<file path="src/rtl/max_pkg.sv">
// Shared types and defaults for the max stream reducer slice.
package max_pkg;

  localparam int unsigned DEFAULT_WIDTH   = 8;
  localparam int unsigned DEFAULT_MAX_LEN = 16;

  typedef enum logic [1:0] {
    IDLE,
    ACC,
    OUT
  } state_e;

  function automatic int unsigned idx_width(input int unsigned max_len);
    return $clog2(max_len);
  endfunction

endpackage

</file>
<file path="src/rtl/max_cmp_cell.sv">
// Combinational greater-than / less-than compare cell.
// MAX_STREAM_SIGNED_EN selects a two's-complement compare instead of unsigned.
module max_cmp_cell #(
  parameter int unsigned WIDTH = 8
) (
  input  logic [WIDTH-1:0] a,
  input  logic [WIDTH-1:0] b,
  output logic             gt,
  output logic             lt
);

`ifdef MAX_STREAM_SIGNED_EN
  assign gt = $signed(a) > $signed(b);
  assign lt = $signed(a) < $signed(b);
`else
  assign gt = a > b;
  assign lt = a < b;
`endif

endmodule

</file>
<file path="src/rtl/max_stream_reducer.sv">
// Reduces each valid/ready operand frame to its maximum, first index of that maximum and length.
// Signed operands when MAX_STREAM_SIGNED_EN is defined (handled in max_cmp_cell).
module max_stream_reducer
  import max_pkg::*;
#(
  parameter int unsigned WIDTH   = DEFAULT_WIDTH,
  parameter int unsigned MAX_LEN = DEFAULT_MAX_LEN,
  parameter int unsigned IDX_W   = idx_width(MAX_LEN)
) (
  input  logic             clk,
  input  logic             rst,
  input  logic             in_valid,
  output logic             in_ready,
  input  logic [WIDTH-1:0] in_data,
  input  logic             in_last,
  output logic             out_valid,
  input  logic             out_ready,
  output logic [WIDTH-1:0] out_max,
  output logic [IDX_W-1:0] out_idx,
  output logic [IDX_W:0]   out_count,
  output logic             out_trunc
);

  localparam logic [IDX_W:0] MAX_CNT = MAX_LEN[IDX_W:0];
  localparam logic [IDX_W:0] ONE     = {{IDX_W{1'b0}}, 1'b1};

  state_e state_q, state_d;
  logic   in_ready_q, in_ready_d;
  logic   out_valid_q, out_valid_d;

  logic [WIDTH-1:0] acc_max_q, acc_max_d;
  logic [IDX_W-1:0] acc_idx_q, acc_idx_d;
  logic [IDX_W:0]   acc_cnt_q, acc_cnt_d;

  logic [WIDTH-1:0] out_max_q;
  logic [IDX_W-1:0] out_idx_q;
  logic [IDX_W:0]   out_count_q;
  logic             out_trunc_q;

  logic           accept, cmp_gt, unused_lt, take_new, close, trunc;
  logic [IDX_W:0] base_cnt;

  max_cmp_cell #(
    .WIDTH (WIDTH)
  ) u_cmp (
    .a  (in_data),
    .b  (acc_max_q),
    .gt (cmp_gt),
    .lt (unused_lt)
  );

  // The first word of a frame behaves like a compare against an empty frame: always taken.
  always_comb begin
    accept    = in_valid && in_ready_q;
    base_cnt  = (state_q == ACC) ? acc_cnt_q : '0;
    acc_cnt_d = base_cnt + ONE;
    take_new  = (state_q != ACC) || cmp_gt;
    acc_max_d = take_new ? in_data : acc_max_q;
    acc_idx_d = take_new ? base_cnt[IDX_W-1:0] : acc_idx_q;
    close     = in_last || (acc_cnt_d == MAX_CNT);
    trunc     = !in_last && (acc_cnt_d == MAX_CNT);
  end

  always_ff @(posedge clk) begin
    if (rst) begin
      state_q     <= IDLE;
      in_ready_q  <= 1'b0;
      out_valid_q <= 1'b0;
    end else begin
      state_q     <= state_d;
      in_ready_q  <= in_ready_d;
      out_valid_q <= out_valid_d;
    end
  end

  always_comb begin
    state_d = state_q;
    unique case (state_q)
      IDLE, ACC: if (accept) state_d = close ? OUT : ACC;
      OUT:       if (out_ready) state_d = IDLE;
      default:   state_d = IDLE;
    endcase
  end

  // Handshake flags are registered from the next state so they line up with the state register.
  always_comb begin
    in_ready_d  = (state_d != OUT);
    out_valid_d = (state_d == OUT);
  end

  always_ff @(posedge clk) begin
    if (rst) begin
      acc_max_q   <= '0;
      acc_idx_q   <= '0;
      acc_cnt_q   <= '0;
      out_max_q   <= '0;
      out_idx_q   <= '0;
      out_count_q <= '0;
      out_trunc_q <= 1'b0;
    end else if (accept) begin
      acc_max_q <= acc_max_d;
      acc_idx_q <= acc_idx_d;
      acc_cnt_q <= acc_cnt_d;
      if (close) begin
        out_max_q   <= acc_max_d;
        out_idx_q   <= acc_idx_d;
        out_count_q <= acc_cnt_d;
        out_trunc_q <= trunc;
      end
    end
  end

  assign in_ready  = in_ready_q;
  assign out_valid = out_valid_q;
  assign out_max   = out_max_q;
  assign out_idx   = out_idx_q;
  assign out_count = out_count_q;
  assign out_trunc = out_trunc_q;

endmodule

</file>
<file path="config.mk">
export PLATFORM = sky130hd
export DESIGN_NAME = max_stream_reducer
export DESIGN_NICKNAME = d
export VERILOG_FILES = /design/src/rtl/max_pkg.sv /design/src/rtl/max_cmp_cell.sv /design/src/rtl/max_stream_reducer.sv
export SDC_FILE = /design/constraint.sdc
export NUM_CORES = 1
export LEC_CHECK = 0
export ABC_AREA = 1
export BUFFER_PORTS_ARGS = -buffer_cell sky130_fd_sc_hd__buf_2
export CORE_ASPECT_RATIO = 1.5
export CORE_MARGIN = 2
export CORE_UTILIZATION = 50
export CTS_CLUSTER_SIZE = 10
export DETAILED_ROUTE_END_ITERATION = 12
export GPL_TIMING_DRIVEN = 0
export PLACE_DENSITY = 0.78
export RECOVER_POWER = 50
export SLEW_MARGIN = 20
export SYNTH_ARGS = -nofsm -noshare
export SYNTH_HDL_FRONTEND = slang
export SYNTH_SLANG_ARGS = --single-unit
</file>
<file path="constraint.sdc">
create_clock -name clk -period 2.2 [get_ports clk]
set_clock_uncertainty 0.2 [all_clocks]
set_input_delay 0.33 -clock clk [delete_from_list [all_inputs] [get_ports clk]]
set_output_delay 0.33 -clock clk [all_outputs]
set_load 0.01 [all_outputs]
</file>
==> results.yml, run 1 <==
floorplanning:
  coreArea_sq_um: 3924
  die_w_microns: 56.20
  start_util_pct: 52.07
  die-area_sq_um: 4624
  io_pins: 33
  row_count: 28
  die_height_microns: 82.29
placement:
  portBuffers: 32
  dp_hpwl_microns: 3349
  gp_congestion: 0.8360
  dpl_cell_area_sq_um: 2260
finish:
  fin_nets: 368
  diodes: 0
  synthToLayoutAreaGrowth_pct: 17.57
  fin_area_sq_um: 2402
  drive_above_1_share_pct: 13.54
  finish.utilization_pct: 61.22
clocking:
  cts_tree: "built"
  clock_sinks: 39
  clk_pin_slew_ns: 0.08
  cts_buffer_depth: 2
  hold_buffers: 0
  cts_buffers: 5
  cts-root-buf: "clkbuf_8"
  cts_max_level: 2
  clk_latency_ns: 0.29
synthesis:
  synth_top_area_share_pct: 38.21
  yosysWarnings: 0
  avgSynthCellArea_sq_um: 6.766
  synth_area_leaders: "dfxtp_1 38%, nand2_1 14%, nor2_1 9.0%"
  yosysSeqAreaShare_pct: 38.21
  synth_seq_cells: 39
  ys_types: 25
  synthCells: 302
  synth_top_area_cell: "dfxtp_1"
  synth_area_sq_um: 2043
  syn_nets: 324
sta:
  drv_slew: 0
  min_period_ns: 2.050
  final_hold_viol_count: 0
  timing.fmax_ghz: 0.4877
  fin_crit_sh_pct: 93.20
  rsz0062_at_grt: "no"
  slew_headroom_pct: 63.01
  tns_ns: 0
  worst_slew_pin_slew_ns: 0.5548
  setup-violations-final: 0
drt:
  vias: 2004
  drt_wl_total_microns: 4661
  drc_errors: 0
  drtIter0Drc: 75
  post_drt_wl_per_cell_microns: 11.89
  drt.antenna.violating_nets: 0
  drtPass1Iterations: 4
  avgViaCountPerCell: 5.112
grt:
  overflow: 0
  track_usage_pct: 20.78
  grt_pass1_wl_microns: 7624
  grt-busiest-layer: "met2"
  grt_max_degree: 12
  antenna_found_initial: 0
  use_met1_pct: 25.00
  met3_usage_pct: 3.738
  grt_pass1_vias: 1731
  gr-usage-met2_pct: 37.29
critical_path:
  cp_max_fo: 10
  cpPeakStageDelay_ns: 0.34
  cp-start-kind: "flop"
  r2r_start: "state_q[1]"
  critical_path_arrival_ns: 2.04
  r2r-end: "out_max[3]"
  crit_top_cell: "inv_2"
  slowest_stage: "dfxtp_2"
  reg2regPathDepth: 14
  crit_chain: "inv_2, nand2_2, nor2_4, ha_4, inv_2, nor2_4, nand3_1, nand2_2, nand4_4, nand2_4, inv_2, buf_6, nor2_1, nor2_1"
  critPathKind: "flop to flop"
  r2r_setup_slack_ns: 0.15
  cp_data_required_time_ns: 2.19
  cp-end-kind: "flop"
pwr:
  cellPowerDensity_nw_per_um2: 631.8
  power_leakage_nw: 1.171
  ir_drop_v: 0.0005061
  power.total_mw: 1.518
flow_run:
  cap_violations: 0
worst_hold_path:
  worstHoldStart: "in_last"
  whs_endpoint: "out_count[2]"
  hold_depth: 3
  hp-class: "primary input to flop"
status:
  status: "finished clean"
state kept, by name, indices dropped and copies added (netlist names):
signal and cells:
acc_cnt_q 5, acc_idx_q 4, acc_max_q 8, in_ready 1, out_count 5, out_idx 4
out_max 8, out_trunc 1, out_valid 1, state_q 2
synth_stat cells (all sizes together):
master and count:
xor2 1, nand3b 12, nor2 51, inv 41
a21o 1, dfxtp 39, nand2 76, buf 5
o21ai 9, o211ai 2, a21oi 16, ha 9
nand4 4, clkbuf 7, nand3 29
where the power goes:
part / internal [mW] / switching (mW) / leakage (nW)
registers: 0.749 / 0.0247 / 0.320
clock network: 0.223 / 0.251 / 0.0422
logic: 0.0990 / 0.171 / 0.809
total: 1.07 / 0.447 / 1.17
metrics by stage:
stage                     hold slack (ns)  setup slack, ns  instances
after detailed placement           0.2401          -0.1705        379
final                              0.1285           0.1496        392
after global routing               0.1364         0.003371        392
after global placement             0.2347          -0.1148        379
after floorplan                    0.2448           0.1363        302
after CTS                          0.1277          0.01736        389
logic make-up (layout without fill, tap and decap cells):
family	count (synthesis)	in the layout	synth area share, %
buffers and inverters	53	98	10.35
flip-flops	39	39	38.21
XOR/XNOR	1	1	0.4287
AND/OR/NAND/NOR	172	172	38.27
adder cells (fa/ha/maj)	9	9	5.511
AO/OA/AOI/OAI	28	28	7.226
worst max-delay path by stage:
stage	start	endpoint	slack, ns	cells after the start
floorplan	state_q[1]	out_idx[0]	0.14	14
global placement	state_q[1]	out_idx[1]	-0.11	14
detailed placement	state_q[1]	out_max[0]	-0.17	14
CTS	state_q[1]	out_max[0]	0.02	14
global route	acc_max_q[3]	out_max[7]	0.003	14
finish	state_q[1]	out_max[3]	0.15	14
cell type report:
cell class / instances / area [sq um]
inverters: 41 / 153.9
multi-input cells: 210 / 1091
well taps: 45 / 56.30
clock inverters: 1 / 5.005
plain buffers: 12 / 63.81
flip-flops and latches: 39 / 783.3
clock buffers: 7 / 76.32
repair buffers: 37 / 172.7
fillers: 385 / 1521
per-layer routing:
layer | wire [microns] | up-vias
li1 | - | 1038
met1 | 1949 | 904
met2 | 2384 | 52
met3 | 227 | 10
met4 | 99 | 0
met5 | 0 | -
worst max-delay path: cells and delay by family (launching register included):
family | cells | cell delay, ns
fa+ha+maj | 1 | 0.16
buf+inv | 4 | 0.32
flops | 1 | 0.34
simple gates | 9 | 0.92
placed cells by master (no fill, tap or decap):
cell / instances
ha_4: 1
clkbuf_8: 5
buf_4: 6
buf_1: 1
buf_2: 12
nand2_4: 1
xor2_1: 1
inv_1: 38
nand4_4: 1
clkinv_2: 1
ha_1: 8
nor2_2: 5
dfxtp_2: 2
clkbuf_1: 30
buf_6: 2
a21oi_1: 16
nor2_1: 43
o21ai_0: 8
a21o_1: 1
nand2_2: 4
o211ai_1: 2
nor2_4: 3
nand3_2: 1
nand3_1: 28
nand2_1: 71
nand3b_1: 12
o21ai_1: 1
inv_2: 3
dfxtp_1: 37
nand4_1: 3
repair_timing:
item | 4_1_cts | 5_1_grt
endpoints found under the hold margin | 0 | 0
buffers inserted | 2 | 3
cloned | 0 | 0
setup endpoints to repair | 13 | 30
pin swaps | 1 | 5
gates resized for setup | 4 | 14
No activity file was read; power rests on OpenSTA's default activity.
==> run 2, diff against run 1 <==
Settings changed: CORE_UTILIZATION 50 to 52, CTS_BUF_LIST set to sky130_fd_sc_hd__clkbuf_2, PLACE_DENSITY 0.78 to 0.8, SKIP_CTS_REPAIR_TIMING set to 1.
==> run 2 against run 1 <==
Cell count unchanged. First-iteration DRC count decreased by 32%. Sequential power about the same. Cell area increased by 0.52%.
==> results.yml, run 2 (same netlist as run 1, synthesis figures left out) <==
clocking:
  cts_buffer_depth: 2
  clk_pin_slew_ns: 0.17
  clock_sinks: 39
  clk_latency_ns: 0.40
  cts_tree: "built"
  cts-root-buf: "clkbuf_2"
  cts_max_level: 2
  cts_buffers: 5
drt:
  post_drt_wl_per_cell_microns: 11.85
  vias: 1956
  drt_wl_total_microns: 4647
  drt.antenna.violating_nets: 0
  drc_errors: 0
  drtPass1Iterations: 4
  avgViaCountPerCell: 4.990
  drtIter0Drc: 51
grt:
  grt_max_degree: 12
  track_usage_pct: 23.01
  grt_pass1_wl_microns: 7534
  overflow: 0
  antenna_found_initial: 0
  grt_pass1_vias: 1769
floorplanning:
  coreArea_sq_um: 3716
  die_w_microns: 55.18
  row_count: 27
  start_util_pct: 54.98
  die_height_microns: 80.77
  io_pins: 33
  die-area_sq_um: 4457
placement:
  dp_cells: 377
  dp_hpwl_microns: 3280
  dpl_cell_area_sq_um: 2257
  portBuffers: 32
  gp_congestion: 0.8304
critical_path:
  critical_path_arrival_ns: 2.22
  cp-start-kind: "flop"
  cp-end-kind: "flop"
  cp_data_required_time_ns: 2.33
  critPathKind: "flop to flop"
  cp_max_fo: 4
  reg2regPathDepth: 13
finish:
  multiInputGateArea_sq_um: 1119
  n_fill_cell: 353
  final_cells: 392
  final_cell_mix: "69 x nand2_1, 42 x nor2_1, 39 x inv_1, 35 x dfxtp_1, 28 x clkbuf_1"
  diodes: 0
  fin_area_sq_um: 2415
  synthToLayoutAreaGrowth_pct: 18.19
  fin_nets: 370
  drive_above_1_share_pct: 15.76
  regArea_sq_um: 788.3
  layout_commonest_cell: "nand2_1"
flow_run:
  cap_violations: 0
sta:
  final_hold_viol_count: 0
  timing.fmax_ghz: 0.4801
  fin_crit_sh_pct: 94.68
  tns_ns: 0
  drv_slew: 0
  setup-violations-final: 0
  slew_headroom_pct: 59.17
  worst_slew_pin_slew_ns: 0.6124
  whs_ns: 0.04991
  min_period_ns: 2.083
pwr:
  cellPowerDensity_nw_per_um2: 568.2
  ir_drop_v: 0.0004501
  power_leakage_nw: 1.183
worst_hold_path:
  hp-class: "primary input to flop"
  hold_depth: 4
status:
  status: "finished clean"
==> run 2: final timing paths <==
path / start / to / slack [ns]
setup reg to reg: state_q[1] / out_valid / 0.12
hold reg to reg: out_trunc / out_trunc / 0.27
setup / recovery: state_q[1] / out_valid / 0.12
hold / removal: out_ready / state_q[1] / 0.05
==> run 2: final cells by class <==
class | instances | area share, %
multi-input cells | 210 | 46.32
flip-flops and latches | 39 | 32.64
repair buffers | 39 | 7.876
inverters | 41 | 6.477
plain buffers | 12 | 2.798
well taps | 43 | 2.228
clock buffers | 7 | 1.451
clock inverters | 1 | 0.2073
==> run 2: critical path: stages (launching register included) <==
cell	delay [ns]
dfxtp_4	0.40
inv_4	0.07
nand2_4	0.06
nor2_4	0.16
ha_4	0.15
inv_1	0.07
nor2_4	0.13
nand3_2	0.08
nand2_2	0.12
nand4_4	0.13
buf_4	0.17
nand3_1	0.13
nand2_1	0.09
nor2_1	0.09
==> run 2: power by group <==
group / switching (mW) / total, mW / internal [mW]
logic: 0.178 / 0.282 / 0.104
registers: 0.0255 / 0.776 / 0.750
clock network: 0.227 / 0.314 / 0.0868
total: 0.431 / 1.37 / 0.941
==> run 2: metal layers <==
layer,global-route usage (%),vias to the layer above,share of wire (%)
met4,8.537,0,1.9
met1,28.27,866,44
met2,37.98,36,50
met5,0,-,0
met3,5.515,10,4.2
li1,-,1044,-
==> run 2: per-stage QoR <==
step | total power [mW] | setup WS (ns) | util, %
finish | 1.372 | 0.1171 | 64.98
global route | 1.466 | -0.01221 | 64.98
floorplan | 0.9724 | 0.1363 | -
CTS | 1.370 | -0.1906 | 61.82
global placement | 1.045 | -0.1359 | 60.74
detailed placement | 1.051 | -0.1712 | 60.74
==> run 3, diff against run 2 <==
Settings changed: BUFFER_PORTS_ARGS -buffer_cell sky130_fd_sc_hd__buf_2 to -buffer_cell sky130_fd_sc_hd__buf_4.
==> run 3 against run 2 <==
Die area unchanged. Sequential share of layout area fell by 0.95 points. Cell area increased by 2.3%. Critical endpoint is now out_max[2]. Largest power group unchanged. Clock-buffer cell count decreased by 2. Combinational power increased by 4%. Sequential power about the same. Flip-flop and latch count unchanged. Wire length down 0.47%.
==> results.yml, run 3 (same netlist as run 1, synthesis figures left out) <==
status:
  status: "finished clean"
critical_path:
  critPathKind: "flop to flop"
  cp_data_required_time_ns: 2.35
  crit_chain: "inv_4, nand2_2, nor2_4, ha_2, nand2_1, o211ai_1, nand2_4, nand4_4, nand2_4, inv_4, clkbuf_16, nor2_4, nor2_1"
  cp-end-kind: "flop"
  r2r_setup_slack_ns: 0.08
  cp-start-kind: "flop"
  slowest_stage: "dfxtp_1"
  critical_path_arrival_ns: 2.27
  cp_max_fo: 5
  path_buf_inv: 3
  cpPeakStageDelay_ns: 0.37
  crit_family: "simple AND/OR/NAND/NOR gates"
clocking:
  cts_tree: "built"
  cts_buffer_depth: 2
  cts_buffers: 5
  clk_latency_ns: 0.40
  clock_sinks: 39
  cts-root-buf: "clkbuf_2"
  cts_max_level: 2
  clk_pin_slew_ns: 0.20
sta:
  min_period_ns: 2.122
  slew_headroom_pct: 59.85
  tns_ns: 0
  setup-violations-final: 0
  timing.fmax_ghz: 0.4713
  worst_slew_pin_slew_ns: 0.6022
  fin_crit_sh_pct: 96.45
  drv_slew: 0
  final_hold_viol_count: 0
  layout_setup_ws_ns: 0.07809
  whs_ns: 0.02924
pwr:
  cellPowerDensity_nw_per_um2: 556.3
  power_leakage_nw: 1.208
  power.total_mw: 1.375
  ir_drop_v: 0.0004331
  p_int_uw: 933.5
  clkPwrFrac_pct: 22.2
  combPwrFrac_pct: 21.4
  power_frac_seq_pct: 56.4
  swShare_pct: 32.09
  p_sw_uw: 441.2
finish:
  fin_area_sq_um: 2471
  diodes: 0
  final_cells: 394
  synthToLayoutAreaGrowth_pct: 20.94
  fin_nets: 373
  drive_above_1_share_pct: 15.95
  final_cell_mix: "71 x nand2_1, 40 x nor2_1, 37 x inv_1, 37 x dfxtp_1, 28 x clkbuf_1"
  layout_commonest_cell: "nand2_1"
  finish.utilization_pct: 66.50
grt:
  track_usage_pct: 22.29
  overflow: 0
  grt_pass1_wl_microns: 7320
  grt_max_degree: 12
  grt_pass1_vias: 1743
  antenna_found_initial: 0
placement:
  dpl_cell_area_sq_um: 2337
  pre_cts_ws_ns: -0.1821
  gp_congestion: 0.8216
  portBuffers: 32
  dp_cells: 377
  dp_hpwl_microns: 3276
floorplanning:
  die_height_microns: 80.77
  start_util_pct: 54.98
  die-area_sq_um: 4457
  row_count: 27
  die_w_microns: 55.18
  coreArea_sq_um: 3716
  io_pins: 33
worst_hold_path:
  hp-class: "primary input to flop"
flow_run:
  cap_violations: 0
drt:
  drt.antenna.violating_nets: 0
  drtIter0Drc: 79
  post_drt_wl_per_cell_microns: 11.74
  drtPass1Iterations: 4
  drc_errors: 0
  vias: 2002
  drt_wl_total_microns: 4625
  avgViaCountPerCell: 5.081
-- run 3: cell types whose count changed in the layout (fill, tap and decap cells not counted), sizes merged --
cell and delta:
buf +2, clkbuf -1, clkinv +1
-- run 3: path summary, 6_finish.rpt --
| check | startpoint | cells past startpoint | end |
|---|---|---|---|
| setup / recovery | state_q[1] | 13 | out_max[2] |
| hold / removal | in_data[3] | 5 | acc_max_q[3] |
| setup reg to reg | state_q[1] | 13 | out_max[2] |
| hold reg to reg | out_trunc | 2 | out_trunc |
-- run 3: cell type report --
cell class                      instances  area [sq um]
Sequential cell                        39         783.3
Fill cell                             354          1245
Inverter                               41         158.9
Clock buffer                            5         25.02
Clock inverter                          2         8.758
Multi-Input combinational cell        210          1114
Timing Repair Buffer                   42         260.3
Tap cell                               43         53.80
Buffer                                 12         67.56
-- run 3: power by group through the flow --
stage / sequential [mW] / clock [mW] / combinational, mW
final: 0.776 / 0.305 / 0.294
after detailed placement: 0.790 / 0 / 0.277
after floorplan: 0.794 / 0 / 0.179
after global routing: 0.781 / 0.338 / 0.335
after CTS: 0.775 / 0.309 / 0.278
after global placement: 0.788 / 0 / 0.273
-- run 3: metal layers --
layer / part of all wire (%) / up-vias / GRT usage [%]
met5: 0 / - / 0
met2: 50 / 46 / 37.38
li1: - / 1045 / -
met3: 4.8 / 7 / 4.412
met4: 1.7 / 0 / 9.756
met1: 44 / 904 / 26.67
-- run 3: worst min-delay path, cell delays in order --
cell and delay, ns:
buf_4 0.09, nand2_1 0.06, nand3_1 0.06, nand2_1 0.04, inv_1 0.04
